### src/rtl/router_pkg.sv
// Shared mesh-router constants: port count, flit width, port indices and VC encoding.
package router_pkg;

    localparam int NUM_PORTS = 5;
    localparam int FLIT_W    = 64;

    localparam int PORT_N  = 0;
    localparam int PORT_E  = 1;
    localparam int PORT_S  = 2;
    localparam int PORT_W  = 3;
    localparam int PORT_PE = 4;

    localparam logic VC_EVEN = 1'b0;
    localparam logic VC_ODD  = 1'b1;

    // The phase selects which VC may use the link this cycle.
    function automatic logic vc_for_phase(input logic phase);
        return phase ? VC_ODD : VC_EVEN;
    endfunction

endpackage

### src/rtl/router_output_arbiter_rr_pick.sv
// Combinational rotating-priority picker: first set request at or above ptr, wrapping to 0.
module rr_pick #(
    parameter int N     = 5,
    parameter int PTR_W = (N > 1) ? $clog2(N) : 1
) (
    input  logic [N-1:0]     req,
    input  logic [PTR_W-1:0] ptr,
    output logic [N-1:0]     gnt,
    output logic [PTR_W-1:0] idx,
    output logic             any
);

    always_comb begin
        logic [PTR_W:0]   sum;
        logic [PTR_W-1:0] cand;
        gnt  = '0;
        idx  = '0;
        any  = 1'b0;
        sum  = '0;
        cand = '0;
        for (int k = 0; k < N; k++) begin
            // Candidate index is (ptr + k) mod N; ptr is always < N so one subtract suffices.
            sum = {1'b0, ptr} + (PTR_W + 1)'(k);
            if (sum >= (PTR_W + 1)'(N)) begin
                sum = sum - (PTR_W + 1)'(N);
            end
            cand = sum[PTR_W-1:0];
            if (!any && req[cand]) begin
                any       = 1'b1;
                gnt[cand] = 1'b1;
                idx       = cand;
            end
        end
    end

endmodule

### src/rtl/router_output_arbiter.sv
// Per-output-port arbiter: VC-phase-gated round-robin over the input channels,
// combinational grant/blocked, and a registered output link.
module router_output_arbiter
    import router_pkg::*;
#(
    parameter int NUM_IN = NUM_PORTS,
    parameter int DATA_W = FLIT_W
) (
    input  logic                     clk,
    input  logic                     reset,
    input  logic                     polarity,
    input  logic [NUM_IN-1:0]        req,
    input  logic [NUM_IN-1:0]        req_vc,
    input  logic [NUM_IN*DATA_W-1:0] data_in,
    input  logic                     downstream_ready,
    output logic [NUM_IN-1:0]        grant,
    output logic [NUM_IN-1:0]        blocked,
    output logic                     send_out,
    output logic [DATA_W-1:0]        data_out,
    output logic                     vc_out
);

    localparam int PTR_W = (NUM_IN > 1) ? $clog2(NUM_IN) : 1;

    logic [DATA_W-1:0] flit [NUM_IN];
    logic [PTR_W-1:0]  rr_ptr [2];
    logic [NUM_IN-1:0] eligible;
    logic [NUM_IN-1:0] pick_req;
    logic [NUM_IN-1:0] pick_gnt;
    logic [PTR_W-1:0]  win_idx;
    logic              win_any;
    logic [PTR_W-1:0]  ptr_next;

    logic              send_p1;
    logic [DATA_W-1:0] data_p1;
    logic              vc_p1;

    for (genvar g = 0; g < NUM_IN; g++) begin : g_unpack
        assign flit[g] = data_in[g*DATA_W +: DATA_W];
    end

    // Stage 0: eligibility and arbitration, all combinational.
    assign eligible = req & ~(req_vc ^ {NUM_IN{polarity}});
    assign pick_req = (!reset && downstream_ready) ? eligible : '0;

    rr_pick #(
        .N     (NUM_IN),
        .PTR_W (PTR_W)
    ) u_rr_pick (
        .req (pick_req),
        .ptr (rr_ptr[polarity]),
        .gnt (pick_gnt),
        .idx (win_idx),
        .any (win_any)
    );

    assign grant    = pick_gnt;
    assign blocked  = reset ? '0 : (req & ~pick_gnt);
    assign ptr_next = (win_idx == PTR_W'(NUM_IN - 1)) ? '0 : win_idx + PTR_W'(1);

    always_ff @(posedge clk) begin
        if (reset) begin
            rr_ptr[0] <= '0;
            rr_ptr[1] <= '0;
        end else if (win_any) begin
            rr_ptr[polarity] <= ptr_next;
        end
    end

    // Stage 1: output link register; an idle cycle drives all-zero onto the link.
    always_ff @(posedge clk) begin
        if (reset) begin
            send_p1 <= 1'b0;
            data_p1 <= '0;
            vc_p1   <= 1'b0;
        end else if (win_any) begin
            send_p1 <= 1'b1;
            data_p1 <= flit[win_idx];
            vc_p1   <= vc_for_phase(polarity);
        end else begin
            send_p1 <= 1'b0;
            data_p1 <= '0;
            vc_p1   <= 1'b0;
        end
    end

    assign send_out = send_p1;
    assign data_out = data_p1;
    assign vc_out   = vc_p1;

endmodule

### config.mk
export PLATFORM = sky130hd
export DESIGN_NAME = router_output_arbiter
export DESIGN_NICKNAME = d
export VERILOG_FILES = /design/src/rtl/router_pkg.sv /design/src/rtl/router_output_arbiter_rr_pick.sv /design/src/rtl/router_output_arbiter.sv
export SDC_FILE = /design/constraint.sdc
export NUM_CORES = 1
export LEC_CHECK = 0
export ABC_AREA = 1
export CAP_MARGIN = 20
export CORE_AREA = 2 2 161 163
export DETAILED_ROUTE_END_ITERATION = 7
export DIE_AREA = 0 0 163 165
export SLEW_MARGIN = 20
export SYNTH_ARGS = -nofsm -noshare
export SYNTH_HDL_FRONTEND = slang
export SYNTH_SLANG_ARGS = --single-unit
### constraint.sdc
create_clock -name clk -period 13.15 [get_ports clk]
set_clock_uncertainty 0.15 [all_clocks]
set_input_delay 3.2875 -clock clk [delete_from_list [all_inputs] [get_ports clk]]
set_output_delay 3.2875 -clock clk [all_outputs]
set_load 0.05 [all_outputs]
==> results.tsv <==
stage	metric	value	unit
outcome	status	complete, no violations	
drt	DRT iter0 DRCs	491	
drt	Initial DRT Pass Iterations	5	
die	I/O pins	410	
clock_tree	CTS root buf	clkbuf_16	
clock_tree	CTS clk-pin slew, worst paths	0.06	ns
sta	max-slew violations	0	
clock_tree	CTS Buf Count	9	
synth	Yosys cell types	36	
sta	Rel. slew slack	0.3438	
clock_tree	number of H-tree levels	3	
global_routing	vias in the first global route	8549	
cells_and_area	nets	2019	
sta	Final Setup Violations	0	
die	die area	26900	sq um
drt	Residual DRC	0	
clock_tree	Setup Fix Bufs, Post-CTS	0	
global_routing	first-pass GRT wire length	47420	um
drt	DR vias	9193	
worst_setup_path	crit path kind	in -> out	
drt	vias per cell	4.571	
cells_and_area	synthesis-to-layout area growth	62.69	%
sta	RSZ-0062 raised after global routing	no	
global_routing	largest net degree at the start of global routing	114	
synth	sequential share of the synthesized area	0.2087	
die	FP Rows	58	
synth	Synth Instances	1325	
sta	Period Utilization, post-route	0.8686	
drt	routed wire length	32120	um
placement	DP Worst Slack	1.718	ns
sta	Final TNS setup	0	ns
synth	Avg Cell Area, Syn	5.429	sq um
synth	Net Count, Synth	1669	
worst_setup_path	Critical Path Sink Type	output pin	
cells_and_area	final core occ	0.4674	
global_routing	initial antenna violation count	1	
cells_and_area	Layout fillers	2738	
synth	Post-Synthesis Cell Area	7193	sq um
worst_setup_path	WP data arrival	7.98	ns
clock_tree	hold_buf cts	0	
clock_tree	TritonCTS clock tree	built	
die	starting density of the core	0.2873	
sta	Worst Tran Pin Value	0.9843	ns
sta	setup ws final	1.728	ns
die	Die H	165	um
placement	HPWL after DPL	24270	um
synth	Ys Warns	0	
die	Die Width	163	um
worst_setup_path	WP data required	9.71	ns
worst_setup_path	CP startpoint kind	primary input	
min_path	Worst Hold Class	reg -> reg	
sta	fmax	87.55	MHz
cells_and_area	commonest cells after routing, fill and taps aside	409 x clkdlybuf4s50_1, 394 x nand2_1, 297 x inv_1	
clock_tree	worst skew pair latency	0.33	ns
drt	Routed Antenna Nets	0	
placement	# port buffers	409	
cells_and_area	share of layout cells above drive strength 1	0.03929	
worst_setup_path	crit-path max FO	13	
cells_and_area	commonest non-fill, non-tap cell in the layout	clkdlybuf4s50_1	
placement	gpl congestion	0.9053	
clock_tree	CTS sink count	72	
sta	post-route minimum period	11.42	ns
job	MaxCap Viol Count	0	
synth	Yosys reg bits	72	
global_routing	grt ovf	0	
global_routing	total track usage	0.2293	
drt	wire per inst	15.97	um
die	Core ar.	25040	sq um
clock_tree	post_cts resized	0	
clock_tree	CTS Buffer Depth	2	
sta	Fin. Hold Viols	0	
cell type report:
cell class,instances,area [sq um],share of cell area
clock inverters,3,40.04,0.003421
clock buffers,13,260.3,0.02224
diodes,1,2.502,0.0002138
flip-flops and latches,72,1501,0.1283
inverters,304,1142,0.09762
multi-input cells,870,4158,0.3553
well taps,330,412.9,0.03528
repair buffers,418,4185,0.3576
cells in the mapped netlist, drive strengths merged:
library cell	n	area (sq um)
nor2	35	138.9
nand3b	1	7.510
xor2	3	33.79
a21oi	69	371.6
o211ai	1	7.510
a22oi	4	30.03
and3	1	6.260
nand2	410	1587
nand4	7	43.79
or2	1	6.260
a31oi	1	6.260
clkinv	1	5.000
dfxtp	66	1321
xnor2	5	43.79
nor3	6	30.03
edfxtp	6	180.2
ha	10	125.1
o21ai	12	78.82
nand3	300	1567
o2111ai	4	35.03
buf	66	382.9
clkbuf	13	48.80
inv	303	1137
per-layer routing:
layer / up-vias / wire [um] / GRT usage
met1: 4034 / 12650 / 0.2660
met4: 0 / 1136 / 0.09735
met3: 57 / 2274 / 0.05374
li1: 4749 / - / -
met5: - / 0 / 0
met2: 353 / 16060 / 0.4043
through the flow:
stage / instance area (sq um) / hold slack, ns / cells
after global placement: 11370 / 1.441 / 1993
after detailed placement: 11370 / 1.413 / 1993
final: 11700 / 1.429 / 2011
after CTS: 11670 / 1.432 / 2009
after global routing: 11700 / 1.564 / 2010
after floorplan: 7193 / 0.8957 / 1325
state kept, by name, summed over array words and instances, names as in the netlist:
register and flops:
vc_out 1, rr_ptr 6, data_out 64, send_out 1
path summary, 6_finish.rpt:
path / endpoint / startpoint / slack (ns) / depth (start not counted)
max: blocked[0] / polarity / 1.73 / 20
min: data_out[52] / rr_ptr[1][1] / 1.43 / 11
max reg2reg: data_out[56] / rr_ptr[0][0] / 7.81 / 25
min reg2reg: data_out[52] / rr_ptr[1][1] / 1.43 / 11
worst max-delay path, stage by stage:
cell and delay [ns]:
clkdlybuf4s50_1 0.78, o21ai_2 0.80, ha_1 0.30, inv_1 0.04, o21ai_0 0.37, nand2_1 0.18
nand2_1 0.10, nand2_2 0.11, inv_1 0.11, nand2_1 0.06, nand3_1 0.10, nand2_1 0.06
nor2_1 0.15, nor2_1 0.07, nand2_2 0.13, clkinv_2 0.15, nand3_1 0.11, o2111ai_1 0.13
nor2_1 0.12, clkdlybuf4s50_1 0.80
cell families (layout without fill, tap and decap cells):
group / after synthesis / count (layout) / share of synthesized area
buffers and inverters: 383 / 738 / 0.2188
AO/OA/AOI/OAI: 91 / 91 / 0.07358
adder cells (fa/ha/maj): 10 / 10 / 0.01739
AND/OR/NAND/NOR: 761 / 761 / 0.4707
other: 0 / 1 / 0
XOR/XNOR: 8 / 8 / 0.01079
flip-flops: 72 / 72 / 0.2087
Power is not shown: default switching activity piles up to over one toggle a cycle in this logic, so the estimate is an artifact.
